**config.mk**
```make
export PLATFORM = sky130hd
export DESIGN_NAME = write_flash_control
export DESIGN_NICKNAME = d
export VERILOG_FILES = /design/src/rtl/write_flash_control_pkg.sv /design/src/rtl/write_flash_control_wr_stream_buf.sv /design/src/rtl/write_flash_control.sv
export SDC_FILE = /design/constraint.sdc
export NUM_CORES = 1
export LEC_CHECK = 0
export ABC_AREA = 1
export CORE_ASPECT_RATIO = 1.75
export CORE_MARGIN = 2
export CORE_UTILIZATION = 60
export CTS_CLUSTER_DIAMETER = 30
export CTS_CLUSTER_SIZE = 12
export DETAILED_ROUTE_END_ITERATION = 7
export DONT_BUFFER_PORTS = 1
export PLACE_DENSITY = 0.72
export SKIP_LAST_GASP = 1
export SYNTH_ARGS = -nofsm -noshare
export SYNTH_HDL_FRONTEND = slang
export SYNTH_SLANG_ARGS = --single-unit
```
**constraint.sdc**
```tcl
create_clock -name clk -period 4.42 [get_ports clk]
set_input_delay 0.663 -clock clk [delete_from_list [all_inputs] [get_ports clk]]
set_output_delay 0.663 -clock clk [all_outputs]
set_load 0.02 [all_outputs]
```
**src/rtl/write_flash_control_pkg.sv**
```systemverilog
// Page geometry, block-table codes and controller state encoding.
// Shared by the page read and page program controllers.
// No logic: constants, types and one helper only.
package write_flash_control_pkg;

    localparam int PAGE_BYTES      = 8192;
    localparam int PAGES_PER_BLOCK = 128;

    localparam logic [1:0] ROW_PENDING = 2'd0;
    localparam logic [1:0] ROW_GOOD    = 2'd1;
    localparam logic [1:0] ROW_BAD     = 2'd2;

    typedef enum logic [2:0] {
        ST_IDLE,
        ST_CHK,
        ST_START,
        ST_WAIT_ADDR,
        ST_STREAM,
        ST_WAIT_DONE,
        ST_RELOC
    } flash_state_e;

    // True when the block field of a row is all ones: relocation would wrap.
    function automatic logic is_last_block(input logic [23:0] row);
        return &(row | 24'(PAGES_PER_BLOCK - 1));
    endfunction

endpackage

```
**src/rtl/write_flash_control_wr_stream_buf.sv**
```systemverilog
// Streams page RAM bytes 0..N_BYTES-1 to the program datapath via a 2-entry buffer.
// Latency: first byte valid 2 cycles after active rises; 1 byte/cycle when ready is held.
// Backpressure: RAM reads stop when buffer plus in-flight read would overflow; no byte lost.
module write_flash_control_wr_stream_buf
    import write_flash_control_pkg::*;
#(
    parameter int N_BYTES = PAGE_BYTES
) (
    input  logic        clk,
    input  logic        rst,
    input  logic        active,
    input  logic [7:0]  wr_ram_dataout,
    input  logic        write_data_ready,
    output logic        wr_en_ram,
    output logic [14:0] wr_ram_addr,
    output logic [7:0]  write_data,
    output logic        write_data_valid,
    output logic        last_xfer
);

    localparam logic [14:0] LAST = 15'(N_BYTES - 1);

    logic [1:0]       occ_q, occ_d;
    logic             inflight_q, inflight_d;
    logic [14:0]      rd_cnt_q, rd_cnt_d;
    logic [14:0]      tx_cnt_q, tx_cnt_d;
    logic [1:0][7:0]  buf_q, buf_d;
    logic             pop;
    logic [1:0]       occ_after_pop;

    always_comb begin
        pop           = (occ_q != 2'd0) & write_data_ready;
        occ_after_pop = occ_q - {1'b0, pop};
        // The read issued last cycle lands next edge, so it already owns a slot.
        wr_en_ram     = active & (rd_cnt_q <= LAST)
                        & ((occ_after_pop + {1'b0, inflight_q}) < 2'd2);
        wr_ram_addr   = wr_en_ram ? rd_cnt_q : 15'd0;

        write_data       = buf_q[0];
        write_data_valid = (occ_q != 2'd0);
        last_xfer        = pop & (tx_cnt_q == LAST);

        buf_d = buf_q;
        if (pop) begin
            buf_d[0] = buf_q[1];
        end
        if (inflight_q) begin
            buf_d[occ_after_pop[0]] = wr_ram_dataout;
        end
        occ_d      = occ_after_pop + {1'b0, inflight_q};
        inflight_d = wr_en_ram;
        rd_cnt_d   = rd_cnt_q + {14'd0, wr_en_ram};
        tx_cnt_d   = tx_cnt_q + {14'd0, pop};
    end

    always_ff @(posedge clk) begin
        if (rst || !active) begin
            occ_q      <= 2'd0;
            inflight_q <= 1'b0;
            rd_cnt_q   <= 15'd0;
            tx_cnt_q   <= 15'd0;
            buf_q      <= '0;
        end else begin
            occ_q      <= occ_d;
            inflight_q <= inflight_d;
            rd_cnt_q   <= rd_cnt_d;
            tx_cnt_q   <= tx_cnt_d;
            buf_q      <= buf_d;
        end
    end

endmodule

```
**src/rtl/write_flash_control.sv**
```systemverilog
// Page-program controller: block check, page stream, status wait, bad-block relocation.
// Latency: start edge to prog_start is CHK wait + 1 cycle; stream is PAGE_BYTES+2 cycles at full rate.
// Backpressure: write_data_ready stalls the stream; engine pulses are only honoured in their wait states.
module write_flash_control
    import write_flash_control_pkg::*;
#(
    parameter int MAX_RETRY = 4
) (
    input  logic        clk,
    input  logic        rst,
    input  logic        en_write,
    input  logic [23:0] write_addr_row_reg,
    output logic [23:0] write_addr_row,
    input  logic [1:0]  write_addr_row_error,
    output logic [14:0] wr_ram_addr,
    output logic        wr_en_ram,
    input  logic [7:0]  wr_ram_dataout,
    output logic        prog_start,
    input  logic        prog_addr_done,
    output logic [7:0]  write_data,
    output logic        write_data_valid,
    input  logic        write_data_ready,
    input  logic        prog_done,
    input  logic        prog_status_fail,
    output logic        bad_block_mark,
    output logic        write_busy,
    output logic        write_ok,
    output logic        write_fail
);

    localparam logic [23:0] BLOCK_STEP = 24'(PAGES_PER_BLOCK);
    localparam logic [7:0]  RETRY_LAST = 8'(MAX_RETRY - 1);

    flash_state_e state_q, state_d;
    logic [23:0]  row_q, row_d;
    logic [7:0]   retry_q, retry_d;
    logic         en_write_q, en_write_d;
    logic         busy_q, busy_d;
    logic         ok_q, ok_d;
    logic         fail_q, fail_d;
    logic         mark_q, mark_d;
    logic         stream_done;

    write_flash_control_wr_stream_buf #(
        .N_BYTES (PAGE_BYTES)
    ) u_stream (
        .clk              (clk),
        .rst              (rst),
        .active           (state_q == ST_STREAM),
        .wr_ram_dataout   (wr_ram_dataout),
        .write_data_ready (write_data_ready),
        .wr_en_ram        (wr_en_ram),
        .wr_ram_addr      (wr_ram_addr),
        .write_data       (write_data),
        .write_data_valid (write_data_valid),
        .last_xfer        (stream_done)
    );

    always_comb begin
        state_d    = state_q;
        row_d      = row_q;
        retry_d    = retry_q;
        en_write_d = en_write;
        ok_d       = 1'b0;
        fail_d     = 1'b0;
        mark_d     = 1'b0;

        case (state_q)
            ST_IDLE: begin
                // busy_q still covers the ok/fail pulse cycle, so edges there are dropped.
                if (en_write && !en_write_q && !busy_q) begin
                    row_d   = write_addr_row_reg;
                    retry_d = 8'd0;
                    state_d = ST_CHK;
                end
            end
            ST_CHK: begin
                case (write_addr_row_error)
                    ROW_GOOD: state_d = ST_START;
                    ROW_BAD:  state_d = ST_RELOC;
                    default:  state_d = ST_CHK;
                endcase
            end
            ST_START:     state_d = ST_WAIT_ADDR;
            ST_WAIT_ADDR: if (prog_addr_done) state_d = ST_STREAM;
            ST_STREAM:    if (stream_done) state_d = ST_WAIT_DONE;
            ST_WAIT_DONE: begin
                if (prog_done) begin
                    if (prog_status_fail) begin
                        mark_d  = 1'b1;
                        state_d = ST_RELOC;
                    end else begin
                        ok_d    = 1'b1;
                        state_d = ST_IDLE;
                    end
                end
            end
            ST_RELOC: begin
                if (retry_q == RETRY_LAST || is_last_block(row_q)) begin
                    fail_d  = 1'b1;
                    state_d = ST_IDLE;
                end else begin
                    row_d   = row_q + BLOCK_STEP;
                    retry_d = retry_q + 8'd1;
                    state_d = ST_CHK;
                end
            end
            default: state_d = ST_IDLE;
        endcase

        busy_d = (state_d != ST_IDLE) | ok_d | fail_d;
    end

    always_ff @(posedge clk) begin
        if (rst) begin
            state_q    <= ST_IDLE;
            row_q      <= 24'd0;
            retry_q    <= 8'd0;
            en_write_q <= 1'b0;
            busy_q     <= 1'b0;
            ok_q       <= 1'b0;
            fail_q     <= 1'b0;
            mark_q     <= 1'b0;
        end else begin
            state_q    <= state_d;
            row_q      <= row_d;
            retry_q    <= retry_d;
            en_write_q <= en_write_d;
            busy_q     <= busy_d;
            ok_q       <= ok_d;
            fail_q     <= fail_d;
            mark_q     <= mark_d;
        end
    end

    assign write_addr_row = row_q;
    assign prog_start     = (state_q == ST_START);
    assign bad_block_mark = mark_q;
    assign write_busy     = busy_q;
    assign write_ok       = ok_q;
    assign write_fail     = fail_q;

endmodule

```
* Word level (Yosys, flattened, before mapping)
Index checks and enable logic that the tools add are counted.
** Storage, ports and cells
- Output and inout bits :: 54
- Register bits after elaboration :: 89
** Operators by class
- Add/sub/neg operators :: 6
- $lt $le $gt $ge :: 4
- Bitwise logic cells :: 8
- Equal/unequal tests :: 12
- Reduce and logical (&&, ||, !) cells :: 15
- Mux-type cells :: 26
** Operators with widths (count)
- $mux W24 :: 2
- $pmux W24 S2 :: 1
- $mux W8 :: 5
- $add A15 B1 Y15 :: 2
- $add A24 B8 Y24 const B :: 1
- $pmux W3 S7 :: 1
- $reduce_and A17 Y1 :: 1
- $bwmux W16 :: 1
- $pmux W8 S2 :: 1
- $eq A15 B13 Y1 const B :: 1
- $le A15 B13 Y1 const B :: 1
- $mux W15 :: 1
- $mux W3 :: 5
- $eq A3 B3 Y1 const B :: 3
- $add A8 B1 Y8 const B :: 1
- $demux W8 S1 :: 1
- $eq A8 B2 Y1 const B :: 1
- $mux W1 :: 7
- $eq A3 B2 Y1 const B :: 2
- $pmux W3 S2 :: 1
- $and A1 B1 Y1 :: 4
- $ne A2 B2 Y1 const B :: 2
- $reduce_bool A2 Y1 :: 2
- $eq A3 B1 Y1 const B :: 1
- other kinds (16) :: 23

* Longest topological paths before layout
Gate-level depths: netlist of the first run.
- Depth in word-level cells :: 9
- Gate-level depth with buffers :: 19
- Mapped depth without buffers :: 18

* By module
From an unflattened synthesis of the first run, not the netlist that was laid out.
** Second synthesis, totals
- Cell total of the unflattened synthesis :: 729
- Area total of the unflattened synthesis :: 4838.4 µm²
** By module, submodules not included
- write_flash_control_wr_stream_buf :: cells each 360, area an instance 2456.1 µm², times used 1
- write_flash_control :: cells each 369, area an instance 2382.3 µm², times used 1

* Worst setup path after synthesis of the first run
OpenSTA, ideal clock, no wires.
- Path kind :: register to register
- Start :: reg u_stream.occ_q[1]
- End :: reg u_stream.rd_cnt_q[14]
- Period minus slack after synthesis :: 3546 ps
- Arrival :: 3430 ps
- Setup slack :: 874 ps
- Cell stages (with the launch flop) :: 20
- Buffers on the path :: 1
- Cell sequence :: dfxtp_1 > or2_2 > nand2_1 > inv_1 > ha_1 > inv_1 > ha_1 > xor2_1 > nand4_1 > buf_2 > inv_1 > ha_1 > ha_1 > nand2_1 > inv_1 > nand2_1 > nor2_2 > nand4_1 > nor2_1 > nor3b_2
** Between the ends
- Word-level cells in the longest chain between the ends :: 7
** Ends and longest elaborated chain
- start: declaration :: RTL line write_flash_control_wr_stream_buf.sv:23 : logic [1:0] occ_q, occ_d;
- start signal: assignment :: RTL line write_flash_control_wr_stream_buf.sv:58 : occ_q <= 2'd0;
- start signal: assignment :: RTL line write_flash_control_wr_stream_buf.sv:64 : occ_q <= occ_d;
- $reduce_bool A2 Y1
- net write_data_valid :: RTL line write_flash_control.sv:21 : output logic write_data_valid,
- $and A1 B1 Y1 :: RTL line write_flash_control_wr_stream_buf.sv:32 : pop = (occ_q != 2'd0) & write_data_ready;
- $sub A2 B1 Y2 :: RTL line write_flash_control_wr_stream_buf.sv:33 : occ_after_pop = occ_q - {1'b0, pop};
- $add A2 B1 Y2 :: RTL line write_flash_control_wr_stream_buf.sv:36 : & ((occ_after_pop + {1'b0, inflight_q}) < 2'd2);
- $lt A2 B2 Y1 :: RTL line write_flash_control_wr_stream_buf.sv:36
- $and A1 B1 Y1 :: RTL line write_flash_control_wr_stream_buf.sv:36
- net wr_en_ram :: RTL line write_flash_control.sv:16 : output logic wr_en_ram,
- $add A15 B1 Y15 :: RTL line write_flash_control_wr_stream_buf.sv:52 : rd_cnt_d = rd_cnt_q + {14'd0, wr_en_ram};
- end signal: assignment :: RTL line write_flash_control_wr_stream_buf.sv:66 : rd_cnt_q <= rd_cnt_d;
- end: declaration :: RTL line write_flash_control_wr_stream_buf.sv:25 : logic [14:0] rd_cnt_q, rd_cnt_d;
The timed path passes the listed nets, and every way through them passes these cells.
A chain may end at the register's enable or synchronous reset.

* Worst setup path after layout of the first run
- Start :: reg u_stream.occ_q[1]
- End :: reg u_stream.rd_cnt_q[14]
** Between the ends
- Word-level cells in the longest chain between the ends :: 7
** Ends and longest elaborated chain (RTL line)
- $reduce_bool A2 Y1
- net write_data_valid :: write_flash_control.sv:21
- $and A1 B1 Y1 :: write_flash_control_wr_stream_buf.sv:32
- $sub A2 B1 Y2 :: write_flash_control_wr_stream_buf.sv:33
- $add A2 B1 Y2 :: write_flash_control_wr_stream_buf.sv:36
- $lt A2 B2 Y1 :: write_flash_control_wr_stream_buf.sv:36
- $and A1 B1 Y1 :: write_flash_control_wr_stream_buf.sv:36
- $add A15 B1 Y15 :: write_flash_control_wr_stream_buf.sv:52
The timed path passes the listed nets, and every way through them passes these cells.

==> metrics.txt, run 1 <==
number of placement rows 42; die width ~70 um; pin slew with the least headroom to its limit 663 ps; share of async-settable or async-resettable flops after synthesis 0; startpoint of the most critical setup path u_stream.occ_q[1]; number of max-cap violations 0; slowest cell on the critical path sky130_fd_sc_hd__nand2_1; clock tree from TritonCTS built; Worst Path Arrival 4100 ps; RSZ-0062 raised after global routing no; effective utilization at floorplan 0.620; flip-flop count of the largest register after layout 24; Worst Path Class, Setup flip-flop to flip-flop; Post-synth EDFFs 0; post-DR wirelength/cell roughly 14 um; ANT nets after route 0; DRC 0; GPL Wtd Cong between 0.9 and 1; half-perimeter wire length after placement approximately 7.7 mm; number of buffers inserted by hold repair at cts 0; final antenna diode count 0; crit path capture type flip-flop; origin of the worst min-delay path rst; total number of H-tree levels 3; final instance area between 4000 and 5000 um2; cell area after placement between 4000 and 5000 um2; Max Slew Vio Count 0; Yosys warnings 0; number of sinks on the clock net 89; Starting DRT DRC Count about 210; proportion of layout cells with a drive suffix above 1 0.0805; Min-Delay Path Class primary input to flip-flop; clock tree root buffer cell sky130_fd_sc_hd__clkbuf_16; post-layout total power 2120 uW; largest fanout on the critical path 14; synthesized netlist cell count ~690; vias in the first global route a little under 4000; TritonRoute pass-1 iters 4; number of gates resized after CTS 0; longest individual stage delay on the worst path approximately 380 ps; Seq/Total Area, Yosys 0.380; number of synthesized register bits between 80 and 90; LEAKAGE 0.00195 uW; number of nets at the end of the flow about 730; crit path time final between 3000 and 4000 ps; grt ovf 0; count of endpoints failing hold in the final timing report 0; Data required, critical path roughly 4600 ps; worst ir drop on vdd around 0.25 mV; result of the run completed; timing-limited maximum frequency about 260 MHz; vias per inst between 5 and 6; number of input and output port buffers inserted 0; TritonCTS Buffers 9; P&R area growth vs syn 4.80%; Chip Height ~120 um; initial antenna violation count 0; final setup TNS 0 ps; Final setup violation count 0; critical register-to-register path startpoint u_stream.occ_q[1]; number of vias after detailed routing ~4200; count of distinct cell types in the synthesized netlist 39; Overall Global Routing Usage 0.252; pin count of the biggest net entering global routing 33; synthesized area per cell approximately 6.8 um2; clock latency on the worst-skew pair approximately 350 ps; relative max-transition margin 0.557; Final Cycle Share 0.881; Routed WL about 10 mm; skew final between 8 and 9 ps; Post CTS Setup Buffer Count 0; critical-path cell list or2_2, nand2_1, inv_1, ha_1, inv_1, ha_1, xor2_1, nand4_1, buf_4, inv_1, ha_1, ha_1, nand2_1, inv_1, nand2_1, nor2_2, nand4_1, nor2_1, nor3b_2; wire length of the first global-routing pass 17.2 mm; worst hold margin about 380 ps; flip-flop cell with the highest count after synthesis sky130_fd_sc_hd__dfxtp_1; full die area 8570 um2; CTS max path bufs 2; Core Footprint roughly 7600 um2; Post-Synthesis Cell Area approximately 4700 um2; Clk pin slew, worst setup/hold paths approximately 60 ps; power per standard cell area between 400 and 500 nW/um2; Critical Path Source Type flip-flop; top-level I/O count 95
==> synthesized netlist by cell type, types with 3 or more instances <==
master | instances | share of area
sky130_fd_sc_hd__a21oi_1 | 42 | 0.045
sky130_fd_sc_hd__a21oi_2 | 8 | 0.015
sky130_fd_sc_hd__a31oi_1 | 6 | 0.0080
sky130_fd_sc_hd__buf_2 | 7 | 0.0075
sky130_fd_sc_hd__buf_4 | 12 | 0.019
sky130_fd_sc_hd__buf_6 | 8 | 0.019
sky130_fd_sc_hd__clkbuf_1 | 3 | 0.0024
sky130_fd_sc_hd__dfxtp_1 | 89 | 0.38
sky130_fd_sc_hd__ha_1 | 10 | 0.027
sky130_fd_sc_hd__inv_1 | 89 | 0.071
sky130_fd_sc_hd__inv_2 | 3 | 0.0024
sky130_fd_sc_hd__nand2_1 | 164 | 0.13
sky130_fd_sc_hd__nand3_1 | 27 | 0.029
sky130_fd_sc_hd__nand4_1 | 12 | 0.016
sky130_fd_sc_hd__nor2_1 | 108 | 0.086
sky130_fd_sc_hd__nor2_2 | 5 | 0.0067
sky130_fd_sc_hd__nor3_1 | 16 | 0.017
sky130_fd_sc_hd__o21ai_0 | 40 | 0.043
sky130_fd_sc_hd__o21ai_1 | 4 | 0.0043
sky130_fd_sc_hd__o21ai_2 | 8 | 0.015
sky130_fd_sc_hd__or2_2 | 4 | 0.0053
sky130_fd_sc_hd__xor2_1 | 7 | 0.013
==> cells by family after synthesis <==
kind of cell / share of synthesized area
other: 0.000799
XOR/XNOR: 0.0168
adder cells (fa/ha/maj): 0.0267
buffers and inverters: 0.128
AO/OA/AOI/OAI: 0.134
AND/OR/NAND/NOR: 0.314
flip-flops: 0.380
==> area by class of cell <==
class	count	area, um2
fill	686	2650
multi-input combinational	480	2310
tap	88	110
clock inverter	4	76.3
inverter	93	352
timing repair buffer	5	37.5
clock buffer	12	246
sequential	89	1780
==> routing by layer <==
metal,GRT usage,up-vias,wire (um)
li1,-,2154,-
met1,0.243,1876,3830
met2,0.480,119,5700
met3,0.0432,27,512
met4,0.156,0,400
met5,0,-,0
==> per-stage QoR <==
stage	cells	util	worst slack, ps
floorplan	695	-	874
global placement	755	0.607	725
detailed placement	755	0.607	613
CTS	771	0.650	513
global route	771	0.650	87.4
finish	771	0.650	527
==> power by group <==
group	internal (uW)	switching, uW
logic	93.8	184
clock network	512	313
registers	867	146
total	1470	643
==> path summary, 6_finish.rpt <==
kind / endpoint / slack, ps / cells past startpoint
worst min-delay path: state_q[2] / 380 / 1
worst max register to register: u_stream.rd_cnt_q[14] / 530 / 19
worst min register to register: u_stream.tx_cnt_q[13] / 460 / 2
worst max-delay path: u_stream.rd_cnt_q[14] / 530 / 19
==> layout by cell type (no fill, tap or decap), drive strengths merged <==
master / n
inv: 93
or2: 5
nor3b: 2
dfxtp: 89
o21a: 1
xnor2: 2
o21bai: 1
nor4: 1
conb: 2
ha: 10
a31oi: 6
buf: 5
clkbuf: 12
nand3b: 2
clkinv: 1
clkinvlp: 1
o22ai: 1
nand3: 29
nand4: 12
nor2: 113
a21oi: 50
xor2: 7
o21ai: 52
nand2: 166
bufinv: 2
nor3: 18
==> worst max-delay path, delay by kind of cell, from the launching register on <==
kind / cells / cell delay, ps
flops: 1 / 320
simple gates: 9 / 1590
fa+ha+maj: 4 / 940
buf+inv: 5 / 680
xor+xnor: 1 / 210
(Power assumes the default switching activity.)
==> run 2, diff against run 1 <==
--- a/config.mk
+++ b/config.mk
@@ -8,12 +8,12 @@
 export ABC_AREA = 1
 export CORE_ASPECT_RATIO = 1.75
 export CORE_MARGIN = 2
-export CORE_UTILIZATION = 60
+export CORE_UTILIZATION = 50
 export CTS_CLUSTER_DIAMETER = 30
 export CTS_CLUSTER_SIZE = 12
 export DETAILED_ROUTE_END_ITERATION = 7
 export DONT_BUFFER_PORTS = 1
-export PLACE_DENSITY = 0.72
+export PLACE_DENSITY = 0.61
 export SKIP_LAST_GASP = 1
 export SYNTH_ARGS = -nofsm -noshare
 export SYNTH_HDL_FRONTEND = slang
==> metrics.txt, run 2 (same netlist as run 1, synthesis figures left out) <==
skew final 8.01 ps (was 8.13 ps); largest fanout on the critical path 14 (unchanged); most frequent standard cell in the layout excluding fill and tap cells sky130_fd_sc_hd__nand2_1 (unchanged); number of sinks on the clock net 89 (unchanged); number of placement rows 46 (was 42); final antenna diode count 0 (unchanged); longest individual stage delay on the worst path 380 ps (about the same); RSZ-0062 raised after global routing no (unchanged); non-filler cells in the finished layout 805 (was 771); Chip Height 132 um (was 121 um); flip-flop count of the largest register after layout 24 (unchanged); Min-Delay Path Class primary input to flip-flop (unchanged); Register Area 1780 um2 (unchanged); initial antenna violation count 0 (unchanged); vias in the first global route 3889 (was 3960); final core area utilization 0.552 (was 0.650); cell family contributing the most delay on the critical path simple AND/OR/NAND/NOR gates (unchanged); pin count of the biggest net entering global routing 33 (unchanged); Routed WL 11.0 mm (was 10.4 mm); post-DR wirelength/cell 13.6 um (was 13.5 um); post-placement cell count 790 (was 755); top-level I/O count 95 (unchanged); wire length of the first global-routing pass 17.8 mm (was 17.2 mm); Overall Global Routing Usage 0.216 (was 0.252); half-perimeter wire length after placement 8.16 mm (was 7.67 mm); LEAKAGE 0.00199 uW (was 0.00195 uW); Worst Path Arrival 3190 ps (was 4100 ps); Clk pin slew, worst setup/hold paths 60 ps (about the same); TritonRoute pass-1 iters 4 (unchanged); crit path capture type output port (was flip-flop); startpoint of the most critical setup path u_stream.occ_q[1] (unchanged); count of endpoints failing hold in the final timing report 0 (unchanged); clock tree from TritonCTS built (unchanged); number of vias after detailed routing 4191 (was 4176); power per standard cell area 443 nW/um2 (was 430 nW/um2); number of buffers inserted by hold repair at cts 0 (unchanged); Max Slew Vio Count 0 (unchanged); crit path time final 3850 ps (was 3890 ps); worst hold margin 391 ps (was 383 ps); layout filler cell count 942 (was 686); proportion of layout cells with a drive suffix above 1 0.0861 (was 0.0805); vias per inst 5.21 (was 5.42); Core Footprint 9090 um2 (was 7570 um2); origin of the worst min-delay path rst (unchanged); relative max-transition margin 0.560 (was 0.557); number of max-cap violations 0 (unchanged); number of input and output port buffers inserted 0 (unchanged); post-layout total power 2230 uW (was 2120 uW); commonest cells after routing, fill and taps aside 164 x sky130_fd_sc_hd__nand2_1, 108 x sky130_fd_sc_hd__nor2_1, 89 x sky130_fd_sc_hd__inv_1, 89 x sky130_fd_sc_hd__dfxtp_1, 42 x sky130_fd_sc_hd__a21oi_1 (unchanged); critical-path cell list or2_2, nand2_1, inv_1, ha_1, inv_1, ha_1, xor2_1, nand4_1, buf_4, inv_1, ha_1, buf_4 (was or2_2, nand2_1, inv_1, ha_1, inv_1, ha_1, xor2_1, nand4_1, buf_4, inv_1, ha_1, ha_1, nand2_1, inv_1, nand2_1, nor2_2, nand4_1, nor2_1, nor3b_2); clock latency on the worst-skew pair 340 ps (was 350 ps); number of gates resized after CTS 0 (unchanged); final setup TNS 0 ps (unchanged); pin slew with the least headroom to its limit 654 ps (was 663 ps); die width 77.2 um (was 70.8 um); worst ir drop on vdd 0.203 mV (was 0.253 mV); Post CTS Setup Buffer Count 0 (unchanged); ANT nets after route 0 (unchanged); Worst Path Class, Setup flip-flop to output port (was flip-flop to flip-flop); result of the run completed (unchanged); full die area 10200 um2 (was 8570 um2); slowest cell on the critical path sky130_fd_sc_hd__nand2_1 (unchanged); critical register-to-register path startpoint u_stream.occ_q[1] (unchanged); total number of H-tree levels 3 (unchanged); TritonCTS Buffers 9 (unchanged); P&R area growth vs syn 7.07% (was 4.80%); multi-input gate area in the final layout 2310 um2 (unchanged); Final setup violation count 0 (unchanged); grt ovf 0 (unchanged); Final Cycle Share 0.871 (was 0.881); DRC 0 (unchanged); CTS max path bufs 2 (unchanged); Critical Path Source Type flip-flop (unchanged); timing-limited maximum frequency 260 MHz (was 257 MHz); number of nets at the end of the flow 732 (was 729); Starting DRT DRC Count 182 (was 211); Data required, critical path 3760 ps (was 4630 ps); clock tree root buffer cell sky130_fd_sc_hd__clkbuf_16 (unchanged); buffer and inverter count on the worst path 5 (unchanged); GPL Wtd Cong 0.812 (was 0.904); effective utilization at floorplan 0.516 (was 0.620)
-- run 2: metrics by stage --
| stage | area (um2) | worst slack, ps |
|---|---|---|
| 2_1_floorplan | 4700 | 874 |
| 3_3_place_gp | 4660 | 741 |
| 3_5_place_dp | 4660 | 640 |
| 4_1_cts | 5020 | 528 |
| 5_1_grt | 5020 | 175 |
| 6_report | 5020 | 569 |
-- run 2: final timing paths --
kind | endpoint | slack (ps) | depth (start not counted)
max | wr_ram_addr[0] | 570 | 12
min | state_q[2] | 390 | 1
max reg2reg | u_stream.rd_cnt_q[14] | 620 | 19
min reg2reg | u_stream.buf_q[15] | 460 | 2
-- run 2: report_power, final --
group	total (uW)	switching (uW)	internal, uW	leakage [uW]
registers	1010	145	867	0.000721
clock network	938	316	622	0.000175
logic	276	182	94.0	0.00109
-- run 2: per-layer routing --
layer | wire [um] | track usage
met2 | 6140 | 0.420
met1 | 4060 | 0.204
met4 | 214 | 0.0933
met5 | 0 | 0
met3 | 568 | 0.0610
-- run 2: cell type report --
class,count,area share
clock buffers,10,0.0476
clock inverters,5,0.0254
inverters,93,0.0700
multi-input cells,480,0.461
flip-flops and latches,89,0.355
well taps,120,0.0299
repair buffers,8,0.0120
==> run 3, diff against run 2 <==
--- a/config.mk
+++ b/config.mk
@@ -5,15 +5,14 @@
 export SDC_FILE = /design/constraint.sdc
 export NUM_CORES = 1
 export LEC_CHECK = 0
-export ABC_AREA = 1
-export CORE_ASPECT_RATIO = 1.75
+export CORE_ASPECT_RATIO = 1.1
 export CORE_MARGIN = 2
 export CORE_UTILIZATION = 50
 export CTS_CLUSTER_DIAMETER = 30
 export CTS_CLUSTER_SIZE = 12
 export DETAILED_ROUTE_END_ITERATION = 7
 export DONT_BUFFER_PORTS = 1
-export PLACE_DENSITY = 0.61
+export PLACE_DENSITY = 0.64
 export SKIP_LAST_GASP = 1
 export SYNTH_ARGS = -nofsm -noshare
 export SYNTH_HDL_FRONTEND = slang
==> constraint.sdc (replaced) <==
create_clock -name clk -period 3.4 [get_ports clk]
set_input_delay 0.51 -clock clk [delete_from_list [all_inputs] [get_ports clk]]
set_output_delay 0.51 -clock clk [all_outputs]
set_load 0.02 [all_outputs]
==> metrics.txt, run 3 <==
commonest cells after routing, fill and taps aside 89 x sky130_fd_sc_hd__dfxtp_1, 54 x sky130_fd_sc_hd__nand2_1, 52 x sky130_fd_sc_hd__nor2_1, 33 x sky130_fd_sc_hd__a21oi_1, 22 x sky130_fd_sc_hd__and2_1 (was 164 x sky130_fd_sc_hd__nand2_1, 108 x sky130_fd_sc_hd__nor2_1, 89 x sky130_fd_sc_hd__inv_1, 89 x sky130_fd_sc_hd__dfxtp_1, 42 x sky130_fd_sc_hd__a21oi_1); Post-Synthesis Cell Area 4530 um2 (was 4690 um2); number of max-cap violations 0 (unchanged); pin count of the biggest net entering global routing 44 (was 33); grt ovf 0 (unchanged); clock tree root buffer cell sky130_fd_sc_hd__clkbuf_8 (was sky130_fd_sc_hd__clkbuf_16); crit path time final ~3200 ps; clock latency on the worst-skew pair 360 ps (was 340 ps); final core area utilization 0.544 (was 0.552); share of async-settable or async-resettable flops after synthesis 0 (unchanged); proportion of layout cells with a drive suffix above 1 0.0936 (was 0.0861); Overall Global Routing Usage 0.207 (was 0.216); Final setup violation count 0 (unchanged); final antenna diode count 0 (unchanged); leading cell types by total area after synthesis sky130_fd_sc_hd__dfxtp_1 39%, sky130_fd_sc_hd__nand2_1 4.5%, sky130_fd_sc_hd__mux2i_1 4.4% (was sky130_fd_sc_hd__dfxtp_1 38%, sky130_fd_sc_hd__nand2_1 13%, sky130_fd_sc_hd__nor2_1 8.6%); Clk pin slew, worst setup/hold paths 90 ps (was 60 ps); slowest cell on the critical path sky130_fd_sc_hd__or4_1 (was sky130_fd_sc_hd__nand2_1); Placement Setup Slack 151 ps (was 640 ps); Yosys warnings 0 (unchanged); timing-limited maximum frequency 315 MHz; number of synthesized register bits 89 (unchanged); Worst Path Class, Setup flip-flop to flip-flop (was flip-flop to output port); count of endpoints failing hold in the final timing report 0 (unchanged); skew final 14.7 ps (was 8.01 ps); critical register-to-register path startpoint u_stream.occ_q[1] (unchanged); result of the run completed (unchanged); half-perimeter wire length after placement 6.98 mm (was 8.16 mm); flip-flop count of the largest register after layout 24 (unchanged); die width 94.7 um (was 77.2 um); final setup TNS 0 ps (unchanged); Register Area 1780 um2 (unchanged); ANT nets after route 0 (unchanged); most frequent standard cell in the layout excluding fill and tap cells sky130_fd_sc_hd__dfxtp_1 (was sky130_fd_sc_hd__nand2_1); Max Slew Vio Count 0 (unchanged); number of input and output port buffers inserted 0 (unchanged); count of distinct cell types in the synthesized netlist 63 (was 39); most numerous cell in the Yosys netlist sky130_fd_sc_hd__dfxtp_1 (was sky130_fd_sc_hd__nand2_1); worst ir drop on vdd 0.272 mV (was 0.203 mV); Routed WL 10.1 mm (was 11.0 mm); longest individual stage delay on the worst path 510 ps (was 380 ps); clock tree from TritonCTS built (unchanged); Post-synth EDFFs 0 (unchanged); wire length of the first global-routing pass 16.5 mm (was 17.8 mm); synthesized netlist cell count 528 (was 694); pin slew with the least headroom to its limit 925 ps (was 654 ps); initial antenna violation count 0 (unchanged); Seq/Total Area, Yosys 0.393 (was 0.380); P&R area growth vs syn 6.05% (was 7.07%); RSZ-0062 raised after global routing no (unchanged); TritonCTS Buffers 9 (unchanged); vias in the first global route 3378 (was 3889); Worst Path Arrival 3470 ps (was 3190 ps); TritonRoute pass-1 iters 4 (unchanged); count of cells along the worst register-to-register path 14 (was 19); area share of the largest cell type after synthesis 0.393 (was 0.380); number of vias after detailed routing 3698 (was 4191); most numerous cell types in the synthesized netlist 89 x sky130_fd_sc_hd__dfxtp_1, 54 x sky130_fd_sc_hd__nand2_1, 52 x sky130_fd_sc_hd__nor2_1 (was 164 x sky130_fd_sc_hd__nand2_1, 108 x sky130_fd_sc_hd__nor2_1, 89 x sky130_fd_sc_hd__dfxtp_1, 89 x sky130_fd_sc_hd__inv_1, 42 x sky130_fd_sc_hd__a21oi_1); number of sinks on the clock net 89 (unchanged); relative max-transition margin 0.382 (was 0.560); full die area 9840 um2 (was 10200 um2); effective utilization at floorplan 0.513 (was 0.516); Final Cycle Share 0.933; crit path capture type flip-flop (was output port); Critical R2R Capture u_stream.rd_cnt_q[14] (unchanged); flip-flop cell with the highest count after synthesis sky130_fd_sc_hd__dfxtp_1 (unchanged); Data required, critical path 3690 ps (was 3760 ps); total number of H-tree levels 3 (unchanged); power per standard cell area 455 nW/um2 (was 443 nW/um2); GPL Wtd Cong 0.808 (was 0.812); cell accounting for the most synthesized area sky130_fd_sc_hd__dfxtp_1 (unchanged); multi-input gate area in the final layout 2540 um2 (was 2310 um2); number of placement rows 36 (was 46); critical-path cell list or2_4, nand2_8, inv_1, ha_1, inv_1, ha_1, xnor2_2, nor4b_4, buf_4, ha_4, ha_4, nand2_1, or4_1, a21oi_1 (was or2_2, nand2_1, inv_1, ha_1, inv_1, ha_1, xor2_1, nand4_1, buf_4, inv_1, ha_1, buf_4); Core Footprint 8830 um2 (was 9090 um2); endpoint of the most critical setup path u_stream.rd_cnt_q[14] (was wr_ram_addr[0]); startpoint of the most critical setup path u_stream.occ_q[1] (unchanged); Critical Path Source Type flip-flop (unchanged); largest fanout on the critical path 10 (was 14); Chip Height 104 um (was 132 um); number of nets at the end of the flow 559 (was 732); Min-Delay Path Class primary input to flip-flop (unchanged); Starting DRT DRC Count 175 (was 182); vias per inst 5.90 (was 5.21); post-layout worst setup margin 228 ps (was 569 ps); setup slack on the worst flop-to-flop path 230 ps (was 620 ps); synthesized area per cell 8.58 um2 (was 6.76 um2); post-DR wirelength/cell 16.1 um (was 13.6 um); CTS max path bufs 2 (unchanged); top-level I/O count 95 (unchanged); LEAKAGE 0.00176 uW (was 0.00199 uW); DRC 0 (unchanged); layout filler cell count 844 (was 942)
==> run 3: power breakdown <==
part	total, uW	internal (uW)	switching (uW)
logic	247	98.8	148
registers	1200	1090	108
clock network	744	364	380
total	2190	1550	636
==> run 3: layout make-up <==
class	instances	area share
multi-input combinational	384	0.528
sequential	89	0.371
tap	114	0.0297
clock buffer	11	0.0294
timing repair buffer	12	0.0195
clock inverter	5	0.0130
inverter	12	0.00938
==> run 3: kinds of logic (layout without fill, tap and decap cells) <==
family	Yosys count	in the layout	share of synthesized area
AOI/OAI and AO/OA	103	103	0.159
buffers and inverters	56	40	0.0616
other	1	2	0.000828
adders and majority gates	10	10	0.0276
DFF	89	89	0.393
xor gates and xnor gates	23	23	0.0445
muxes	20	20	0.0442
and+or+nand+nor	226	226	0.269
==> run 3: worst min-delay path by stage <==
stage / startpoint / end / cells past startpoint
4_1_cts: rst / write_busy / 1
2_1_floorplan: retry_q[7] / retry_q[7] / 2
3_3_place_gp: retry_q[7] / retry_q[7] / 2
5_1_grt: rst / state_q[2] / 1
3_5_place_dp: retry_q[1] / retry_q[1] / 2
6_report: rst / retry_q[0] / 1
==> run 3: layer usage <==
| layer | vias up | track usage | share of wire |
|---|---|---|---|
| li1 | 1849 | - | - |
| met1 | 1759 | 0.259 | 0.42 |
| met2 | 78 | 0.337 | 0.50 |
| met3 | 12 | 0.0589 | 0.064 |
| met4 | 0 | 0.0745 | 0.016 |
| met5 | - | 0 | 0 |
==> run 3: repair_timing <==
item / 4_1_cts / 5_1_grt
pin swaps: 0 / 0
hold buffers: 0 / 0
endpoints found under the setup margin: 12 / 13
setup buffers: 1 / 0
resized for setup: 1 / 1
==> run 3: critical path: cells and delay by family (launching register included) <==
| family | cells | cell delay (ps) |
|---|---|---|
| AND/OR/NAND/NOR | 5 | 1300 |
| XOR/XNOR | 1 | 180 |
| buffers and inverters | 3 | 290 |
| flip-flops | 1 | 320 |
| adder cells (fa/ha/maj) | 4 | 890 |
| AO/OA/AOI/OAI | 1 | 140 |
==> run 3: through the flow <==
stage	instance area [um2]	std cells	hold slack [ps]	power [uW]
after floorplan	4610	529	443	1410
after global placement	4590	610	453	1460
after detailed placement	4590	610	469	1470
after CTS	4800	627	193	2210
after global routing	4800	627	181	2290
final	4800	627	221	2190
